[config.mk]
export PLATFORM = sky130hd
export DESIGN_NAME = inst_fetch
export DESIGN_NICKNAME = d
export VERILOG_FILES = /design/src/rtl/inst_fetch.sv
export SDC_FILE = /design/constraint.sdc
export NUM_CORES = 1
export LEC_CHECK = 0
export CAP_MARGIN = 15
export CORE_MARGIN = 2
export CORE_UTILIZATION = 30
export CTS_BUF_LIST = sky130_fd_sc_hd__clkbuf_4 sky130_fd_sc_hd__clkbuf_8
export DETAILED_ROUTE_END_ITERATION = 16
export PLACE_DENSITY = 0.66
export SETUP_SLACK_MARGIN = 0.02
export SYNTH_ARGS = -nofsm -noshare
export SYNTH_HDL_FRONTEND = slang
export SYNTH_SLANG_ARGS = --single-unit
[constraint.sdc]
create_clock -name Clk -period 2.6 [get_ports Clk]
set_clock_uncertainty 0.1 [all_clocks]
set_input_delay 0.26 -clock Clk [delete_from_list [all_inputs] [get_ports Clk]]
set_output_delay 0.26 -clock Clk [all_outputs]
set_load 0.005 [all_outputs]
[src/rtl/inst_fetch.sv]
// Instruction fetch stage: drives the ROM address from the PC, registers one
// instruction for decode, and tracks run/drain/halt around the end-program word.
module inst_fetch #(
  parameter int A = 16,
  parameter int W = 9,
  parameter logic [W-1:0] HALT_WORD = {W{1'b1}}
) (
  input  logic         Clk,
  input  logic         Reset_n,
  input  logic         Start,
  input  logic [A-1:0] StartAddr,
  output logic [A-1:0] InstAddress,
  input  logic [W-1:0] InstIn,
  input  logic         BranchEn,
  input  logic [A-1:0] BranchTarget,
  output logic [W-1:0] InstOut,
  output logic [A-1:0] InstPC,
  output logic         InstValid,
  input  logic         InstReady,
  output logic         Halted,
  output logic         Done,
  output logic [15:0]  InstCount,
  output logic [1:0]   dbg_state
);

  typedef enum logic [1:0] {
    S_IDLE  = 2'd0,
    S_RUN   = 2'd1,
    S_DRAIN = 2'd2,
    S_HALT  = 2'd3
  } state_t;

  state_t       state;
  logic [A-1:0] pc;
  logic         handshake;
  logic         capture;

  // Handshake: InstOut/InstPC are accepted on any cycle with InstValid and
  // InstReady both high; while InstValid is high and InstReady low the
  // presented instruction and the PC hold.
  always_comb begin
    handshake = InstValid & InstReady;
    capture   = 1'b0;
    if (state == S_RUN && !BranchEn && (!InstValid || handshake))
      capture = 1'b1;
  end

  always_ff @(posedge Clk or negedge Reset_n) begin
    if (!Reset_n) begin
      state     <= S_IDLE;
      pc        <= '0;
      InstOut   <= '0;
      InstPC    <= '0;
      InstValid <= 1'b0;
      Halted    <= 1'b0;
      Done      <= 1'b0;
      InstCount <= 16'd0;
    end else begin
      Done <= 1'b0;
      case (state)
        S_IDLE, S_HALT: begin
          if (Start) begin
            pc        <= StartAddr;
            InstValid <= 1'b0;
            InstCount <= 16'd0;
            Halted    <= 1'b0;
            state     <= S_RUN;
          end
        end
        S_RUN: begin
          if (BranchEn) begin
            pc        <= BranchTarget;
            InstValid <= 1'b0;
          end else if (capture) begin
            InstOut   <= InstIn;
            InstPC    <= pc;
            InstValid <= 1'b1;
            pc        <= pc + A'(1);
            if (handshake)
              InstCount <= InstCount + 16'd1;
            if (InstIn == HALT_WORD)
              state <= S_DRAIN;
          end
        end
        S_DRAIN: begin
          // Only the halt word can be valid here; its acceptance ends the program.
          if (BranchEn) begin
            pc        <= BranchTarget;
            InstValid <= 1'b0;
            state     <= S_RUN;
          end else if (handshake) begin
            InstValid <= 1'b0;
            InstCount <= InstCount + 16'd1;
            Halted    <= 1'b1;
            Done      <= 1'b1;
            state     <= S_HALT;
          end
        end
        default: state <= S_IDLE;
      endcase
    end
  end

  assign InstAddress = pc;
  assign dbg_state   = state;

endmodule
# ---- Yosys cells after proc, flatten, opt, wreduce, memory -nomap -nowiden
# Index checks and enable logic that the tools add are counted.
dict set report totals {
  elab_cells 70
  regBits 62
  output_inout_bits 62
}
dict set report op_classes {
  n_reduce_logical 14
  addsub 2
  muxes 31
  n_eq_ne 13
  bitwise_logic 2
}
# operator count
set op_table {}
lappend op_table {{$mux 16} 9}
lappend op_table {{$pmux 16 s3} 2}
lappend op_table {{$add 16x1->16 const B} 2}
lappend op_table {{$mux 2} 6}
lappend op_table {{$ne 2x2->1 const B} 6}
lappend op_table {{$mux 1} 11}
lappend op_table {{$eq 9x9->1 const B} 1}
lappend op_table {{$reduce_and 3->1} 3}
lappend op_table {{$reduce_and 4->1} 2}
lappend op_table {{$ne 3x3->1 const B} 2}
lappend op_table {{$pmux 2 s3} 1}
lappend op_table {{$reduce_and 5->1} 1}
lappend op_table {{$eq 2x2->1 const B} 2}
lappend op_table {{$pmux 1 s3} 1}
lappend op_table {{$eq 2x1->1 const B} 1}
lappend op_table {{$logic_and 1x1->1} 2}
lappend op_table {{$logic_not 1->1} 2}
lappend op_table {{$logic_not 2->1} 1}
lappend op_table {{$ne 2x1->1 const B} 1}
lappend op_table {{$pmux 1 s2} 1}
lappend op_table {{$reduce_bool 2->1} 1}
lappend op_table {{$reduce_or 2->1} 1}
lappend op_table {{$and 1x1->1} 1}
lappend op_table {{$logic_or 1x1->1} 1}
lappend op_table {{$not 1->1} 1}

# ---- Logic depth before layout (Yosys ltp)
# Gate-level depths: netlist of run 1.
dict set report depth {
  ltp_word 7
  depth_mapped 9
}

# ---- Least setup slack after synthesis of run 1
# OpenSTA, ideal clock, no wires.
dict set report synth_timing {
  path_kind {flip-flop to flip-flop}
  startpoint {register state[0], in the netlist dbg_state[0]}
  endpoint {register pc[12], in the netlist InstAddress[12]}
  setup_slack_ns 0.585
  path_buffers 1
  synth_period_minus_slack_ns 2.015
  path_stages_with_launch 7
  t_arrival_ns 1.789
  cell_sequence {dfrtp_1 > inv_1 > ha_1 > nor2b_1 > a211o_1 > buf_2 > a221o_1}
}
dict set report synth_via {
  elab_chain_len 6
}
# item line_no
set synth_rtl {}
lappend synth_rtl {{from (decl)} 33} ;# state_t state;
lappend synth_rtl {{from (signal assigned)} 50} ;# state <= S_IDLE;
lappend synth_rtl {{from (signal assigned)} 67} ;# state <= S_RUN;
lappend synth_rtl {{from (signal assigned)} 82} ;# state <= S_DRAIN;
lappend synth_rtl {{$eq 2x1->1} {44, 60}}
lappend synth_rtl {{$logic_and 1x1->1 (2 in series)} 44} ;# if (state == S_RUN && !BranchEn && (!InstValid || handshake))
lappend synth_rtl {{$mux 1} 44}
lappend synth_rtl {{$ne 3x3->1 (no line)} n/a}
lappend synth_rtl {{$reduce_and 3->1 (no line)} n/a}
lappend synth_rtl {{to (signal assigned)} 63} ;# pc <= StartAddr;
lappend synth_rtl {{to (signal assigned)} 72} ;# pc <= BranchTarget;
lappend synth_rtl {{to (signal assigned)} 78} ;# pc <= pc + A'(1);
lappend synth_rtl {{to (decl)} 34} ;# logic [A-1:0] pc;
# Several ways; a longest one is shown, not always the timed one.
# A chain may end at the register's enable or synchronous reset.

# ---- Worst setup path in the final report of run 1
dict set report layout_timing {
  startpoint {register state[0], in the netlist dbg_state[0]}
  endpoint {register InstCount[3]}
}
dict set report layout_via {
  elab_chain_len 6
}
# item line_no
set layout_rtl {}
lappend layout_rtl {{$eq 2x1->1} {44, 60}}
lappend layout_rtl {{$logic_and 1x1->1 (2 in series)} 44}
lappend layout_rtl {{$mux 1} 44}
lappend layout_rtl {{$ne 2x2->1 (no line)} n/a}
lappend layout_rtl {{$reduce_and 4->1 (no line)} n/a}
lappend layout_rtl {{to (signal assigned)} 80} ;# InstCount <= InstCount + 16'd1;
lappend layout_rtl {{to (signal assigned)} 93} ;# InstCount <= InstCount + 16'd1;
lappend layout_rtl {{to (decl)} 22} ;# output logic [15:0] InstCount,
# Several ways; a longest one is shown, not always the timed one.

==> impl_metrics.yaml, run 1 <==
logic_synthesis:
  synth_top_area_share: 0.4478
  synthCells: 349
  syn_nets: 400
  ys_types: 67
  yosysSeqAreaShare: 0.4478
  synth.avg_cell_area_um2: 9.927
  ys.flop_type: "dfrtp_1"
  yosysWarnings: 0
  synth_edf_count: 0
  yosysTopAreaCell: "dfrtp_1"
  ys_seq_elements: 62
  async_flop_share: 1.000
  syn_area_um2: 3465
  netlist_top_cells_area: "dfrtp_1, mux2_2, o21ai_0"
worst_setup_path:
  regToRegSetupSlack_ps: 250
  startpoint_type: "flip-flop"
  crit_required_ps: 2760
  crit_path_start: "dbg_state[0]"
  end_kind: "flip-flop"
  path_max_fanout: 14
  worstPathCellList: "inv_1, ha_1, and3b_1, o211ai_2, buf_4, or3_1, a21oi_1"
  critical_path.max_stage_delay_ps: 440
  rr_endpoint: "InstCount[3]"
  crit_type: "reg2reg"
  r2r_start: "dbg_state[0]"
  slowest_stage: "dfrtp_1"
  rr_worst_depth: 7
  cp_data_arrival_time_ps: 2510
min_path:
  hp-class: "in2async"
grt:
  gr-usage-all-layers: 0.1634
  overflow: 0
  grt_pass1_wl_um: 16500
  grt_max_degree: 37
  antenna_found_initial: 0
  grt_pass1_vias: 3159
drt:
  drc: 0
  route.final.wire_length_um: 10010
  viasPerCell: 5.429
  ant_nets: 0
  dr.first_iter.drc_count: 252
  wire_per_inst_um: 16.71
  vias: 3252
  drtPass1Iterations: 5
sta:
  final.setup.tns_ps: 0
  tightest_slew_ps: 666.6
  hold_viol_final: 0
  min_period_ps: 2348
  slew_violations: 0
  max_slew_margin: 0.5556
  period_share: 0.9032
  final-setup-viol-count: 0
  fmax_ghz: 0.4259
  rsz0062_at_grt: "no"
final_layout:
  utilization: 0.4300
  multi_input_comb_area_um2: 1770
  final-seq-area_um2: 1551
  num-fill-cells: 1111
  area_delta_synth_final_pct: 40.52
  layoutNonFillerInstCount: 599
  num_antenna_cells: 0
  final_layout_size_suffix_gt1_frac: 0.1338
  final_nets: 504
power_and_ir_drop:
  p_sw_frac: 0.3866
  internal_power_uw: 3362
  switchingPower_uw: 2119
  p_per_area_nw_per_um2: 1126
  p_comb_frac: 0.520
  p_seq_frac: 0.329
  p_leak_uw: 0.001893
  ir_worst_vdd_uv: 459.5
  clkPwrFrac: 0.151
job:
  maxCapViolations: 0
floorplanning:
  start_util: 0.3060
  core_area_um2: 11320
  core.rowCount: 39
  dieArea_um2: 12420
  die_w_um: 111.5
  die_height_um: 111.5
  ios: 108
clock_tree:
  cts_tree: "yes"
  clockBufferDepth: 2
  clk_pin_slew_ps: 70
  clock_sinks: 62
  cts_buffers: 9
  htreeDepth: 3
  cts_root_buf: "clkbuf_8"
  clock_latency_ps: 340
  cts_setup_buffers: 0
placed_design:
  io_buffers: 107
  gp_congestion: 0.8199
  dp_cells: 584
  hpwl_um: 7295
run_status:
  status: "completed"
-- layout make-up --
cell class / count / share of cell area
Sequential cell: 62 / 0.3187
Timing Repair Buffer: 118 / 0.2390
Multi-Input combinational cell: 256 / 0.3637
Clock buffer: 12 / 0.03007
Inverter: 6 / 0.004626
Tap cell: 143 / 0.03675
Clock inverter: 2 / 0.007196
-- cell families (layout without fill, tap and decap cells) --
family / count (synthesis) / count (layout) / share of synthesized area
muxes: 24 / 24 / 0.07765
buffers and inverters: 31 / 138 / 0.04189
DFF: 62 / 62 / 0.4478
adders and majority gates: 5 / 5 / 0.01806
AOI/OAI and AO/OA: 97 / 97 / 0.1950
and+or+nand+nor: 126 / 126 / 0.2095
xor gates and xnor gates: 4 / 4 / 0.01011
-- metal layers --
layer / part of all wire / GRT usage / vias up
li1: - / - / 1532
met1: 0.44 / 0.2093 / 1584
met2: 0.49 / 0.2732 / 129
met3: 0.065 / 0.04790 / 7
met4: 0.0085 / 0.03951 / 0
met5: 0 / 0 / -
-- layout by cell type (no fill, tap or decap), types with 5 or more instances in the layout --
master	instances
clkdlybuf4s50_1	106
dfrtp_1	62
o21ai_0	27
nand2_1	26
mux2_2	23
a21oi_1	21
nand3_1	18
nand2b_1	11
nor2_1	10
or3_1	10
clkbuf_8	9
buf_4	9
nor4_1	7
nand4_1	6
nor3_1	6
a221oi_1	6
inv_1	5
o31ai_1	5
or4_1	5
ha_1	5
-- sequential cells by signal, summed over array words and instances, names as in the netlist --
signal,count
Done,1
Halted,1
InstAddress,16
InstCount,16
InstOut,9
InstPC,16
InstValid,1
dbg_state,2
-- what timing repair did --
action | CTS | global route
setup endpoints to repair | 0 | 1
hold buffers | 1 | 0
gates resized for setup | 0 | 1
hold endpoints to repair | 26 | 0
-- cells in the mapped netlist (2+ instances only) --
| cell | count |
|---|---|
| o211ai_1 | 2 |
| o2bb2ai_1 | 2 |
| buf_2 | 13 |
| xor2_1 | 2 |
| inv_1 | 5 |
| nor2b_1 | 5 |
| nor2_1 | 10 |
| o21ai_0 | 27 |
| nor4_1 | 7 |
| or4_1 | 5 |
| a21oi_1 | 21 |
| a221oi_1 | 6 |
| or3_1 | 10 |
| and2_1 | 3 |
| buf_1 | 2 |
| and4_1 | 4 |
| nand3_2 | 2 |
| nand3_1 | 18 |
| a21o_1 | 2 |
| nand3b_1 | 2 |
| buf_4 | 3 |
| nand2_1 | 26 |
| o311ai_0 | 3 |
| and3_1 | 2 |
| o31ai_1 | 5 |
| a211o_1 | 2 |
| nand4_1 | 6 |
| a31o_2 | 2 |
| xnor2_1 | 2 |
| nand2b_1 | 11 |
| clkbuf_1 | 6 |
| a221o_1 | 3 |
| ha_1 | 5 |
| dfrtp_1 | 62 |
| nor3_1 | 6 |
| mux2_2 | 23 |
| a32o_1 | 4 |
-- critical path: cells and delay by family, from the launching register on --
family,cells,cell delay (ps)
compound gates,2,380
fa+ha+maj,1,400
buf+inv,2,320
flops,1,440
simple gates,2,620
-- worst max-delay path by stage --
stage | endpoint | slack (ps) | cells past startpoint
after floorplan | InstAddress[12] | 580 | 6
after global placement | InstAddress[12] | 310 | 6
after detailed placement | dbg_state[0] | 180 | 7
after CTS | dbg_state[0] | 170 | 7
after global routing | dbg_state[0] | 90 | 7
final | InstCount[3] | 250 | 7
-- power by group through the flow --
stage | clock network (uW) | registers [uW] | logic [uW]
after global placement | 0 | 1800 | 2800
after global routing | 892 | 1860 | 3140
after floorplan | 0 | 1680 | 1700
final | 826 | 1800 | 2850
after detailed placement | 0 | 1820 | 2840
after CTS | 853 | 1800 | 2860
-- metrics by stage --
stage	hold slack [ps]	setup WS [ps]	total power, uW	instance area [um^2]
after global placement	226.5	308.3	4598	4674
final	388.6	251.8	5482	4868
after detailed placement	240.7	179.7	4658	4674
after global routing	426.0	86.90	5897	4868
after floorplan	-135.6	584.5	3379	3465
after CTS	397.5	170.0	5515	4866
Power figures use the tool's default switching activity.
==> run 2: changes to the inputs <==
Settings changed: PLACE_DENSITY 0.66 to 0.53.
==> impl_metrics.yaml, run 2 (synthesis results as in run 1) <==
worst_setup_path:
  slowest_stage: "a211o_1"
  crit_buf_inv: 2
  startpoint_type: "flip-flop"
  crit_path_start: "dbg_state[1]"
  critical_path.max_stage_delay_ps: 440
  path_max_fanout: 19
  cp_data_arrival_time_ps: 2520
  end_kind: "flip-flop"
  rr_worst_depth: 7
  regToRegSetupSlack_ps: 200
  cp_top_family: "compound AO/OA/AOI/OAI gates"
  crit_required_ps: 2720
  crit_type: "reg2reg"
  critical_path_depth: 7
  r2r_start: "dbg_state[1]"
  worstPathCellList: "inv_1, ha_1, nor2b_1, buf_4, a211o_1, o32ai_1, a221o_1"
sta:
  tightest_slew_ps: 599.3
  fin_ws_ps: 198.5
  final.setup.tns_ps: 0
  min_period_ps: 2401
  final-setup-viol-count: 0
  slew_violations: 0
  max_slew_margin: 0.5993
  rsz0062_at_grt: "no"
  period_share: 0.9236
  hold_viol_final: 0
  fmax_ghz: 0.4164
clock_tree:
  cts_buffers: 9
  htreeDepth: 3
  clk_pin_slew_ps: 70
  hold_buffers: 1
  clock_sinks: 62
  cts-resized-gates: 0
  cts_setup_buffers: 0
  cts_root_buf: "clkbuf_8"
  cts_tree: "yes"
  clockBufferDepth: 2
  clock_latency_ps: 350
floorplanning:
  die_height_um: 111.5
  core.rowCount: 39
  ios: 108
  start_util: 0.3060
  core_area_um2: 11320
  die_w_um: 111.5
  dieArea_um2: 12420
power_and_ir_drop:
  p_leak_uw: 0.001917
  ir_worst_vdd_uv: 525.1
  p_sw_frac: 0.3849
  p_comb_frac: 0.518
  clkPwrFrac: 0.160
  p_total_uw: 5550
  internal_power_uw: 3414
  p_per_area_nw_per_um2: 1133
  switchingPower_uw: 2136
  p_seq_frac: 0.322
grt:
  gr-usage-all-layers: 0.1657
  top_usage_layer: "met2"
  grtUsageMet3: 0.04954
  grt_pass1_wl_um: 16560
  grt_pass1_vias: 3277
  grt_max_degree: 28
  met2_usage: 0.2622
  antenna_found_initial: 0
  overflow: 0
  grt.met1_usage: 0.2234
final_layout:
  mostFrequentLayoutCell: "clkdlybuf4s50_1"
  final_nets: 507
  num_antenna_cells: 0
  utilization: 0.4327
  area_delta_synth_final_pct: 41.39
  num-fill-cells: 1171
  final_cell_mix: "clkdlybuf4s50_1, dfrtp_1, o21ai_0"
  final_layout_size_suffix_gt1_frac: 0.1410
  layoutNonFillerInstCount: 604
placed_design:
  hpwl_um: 7227
  gp_congestion: 0.8169
  io_buffers: 107
  preCtsSetupSlack_ps: 171.0
  dp_cells: 587
drt:
  route.final.wire_length_um: 10070
  vias: 3210
  dr.first_iter.drc_count: 152
  viasPerCell: 5.315
  ant_nets: 0
  drc: 0
  drtPass1Iterations: 4
  wire_per_inst_um: 16.67
job:
  maxCapViolations: 0
run_status:
  status: "completed"
min_path:
  hp-class: "in2async"
[run 2: area by class of cell]
type | instances | area [um^2] | share of cell area
clock buffer | 12 | 158.9 | 0.03244
clock inverter | 4 | 45.04 | 0.009195
inverter | 6 | 22.52 | 0.004598
multi-input combinational | 256 | 1768 | 0.3609
sequential | 62 | 1551 | 0.3167
tap | 143 | 178.9 | 0.03653
timing repair buffer | 121 | 1174 | 0.2396
[run 2: through the flow]
step                      hold WS, ps  cell area [um^2]
final                           333.7              4898
after floorplan                -135.6              3465
after CTS                       349.9              4898
after global routing            388.1              4898
after detailed placement        187.6              4684
after global placement          178.0              4684
[run 2: path summary, 6_finish.rpt]
| path | to |
|---|---|
| worst max-delay path | InstAddress[12] |
| worst min-delay path | InstCount[7] |
| worst max register to register | InstAddress[12] |
| worst min register to register | InstPC[6] |
| max in group asynchronous | InstPC[5] |
| min in group Clk | InstPC[6] |
[run 2: worst register-to-register path: cells and delay by family, from the launching register on]
family	cells	cell delay, ps
buf+inv	2	360
flops	1	430
compound gates	3	880
simple gates	1	170
fa+ha+maj	1	330
[run 2: power groups by stage]
stage / registers, uW / clock network [uW] / logic, uW
floorplan: 1680 / 0 / 1700
global placement: 1790 / 0 / 2880
detailed placement: 1800 / 0 / 2900
CTS: 1790 / 927 / 2910
global route: 1860 / 954 / 3170
finish: 1790 / 887 / 2880
[run 2: metal layers]
metal,up-vias,part of all wire
met5,-,0
met4,0,0.0093
met3,9,0.071
met2,108,0.47
met1,1556,0.45
li1,1537,-
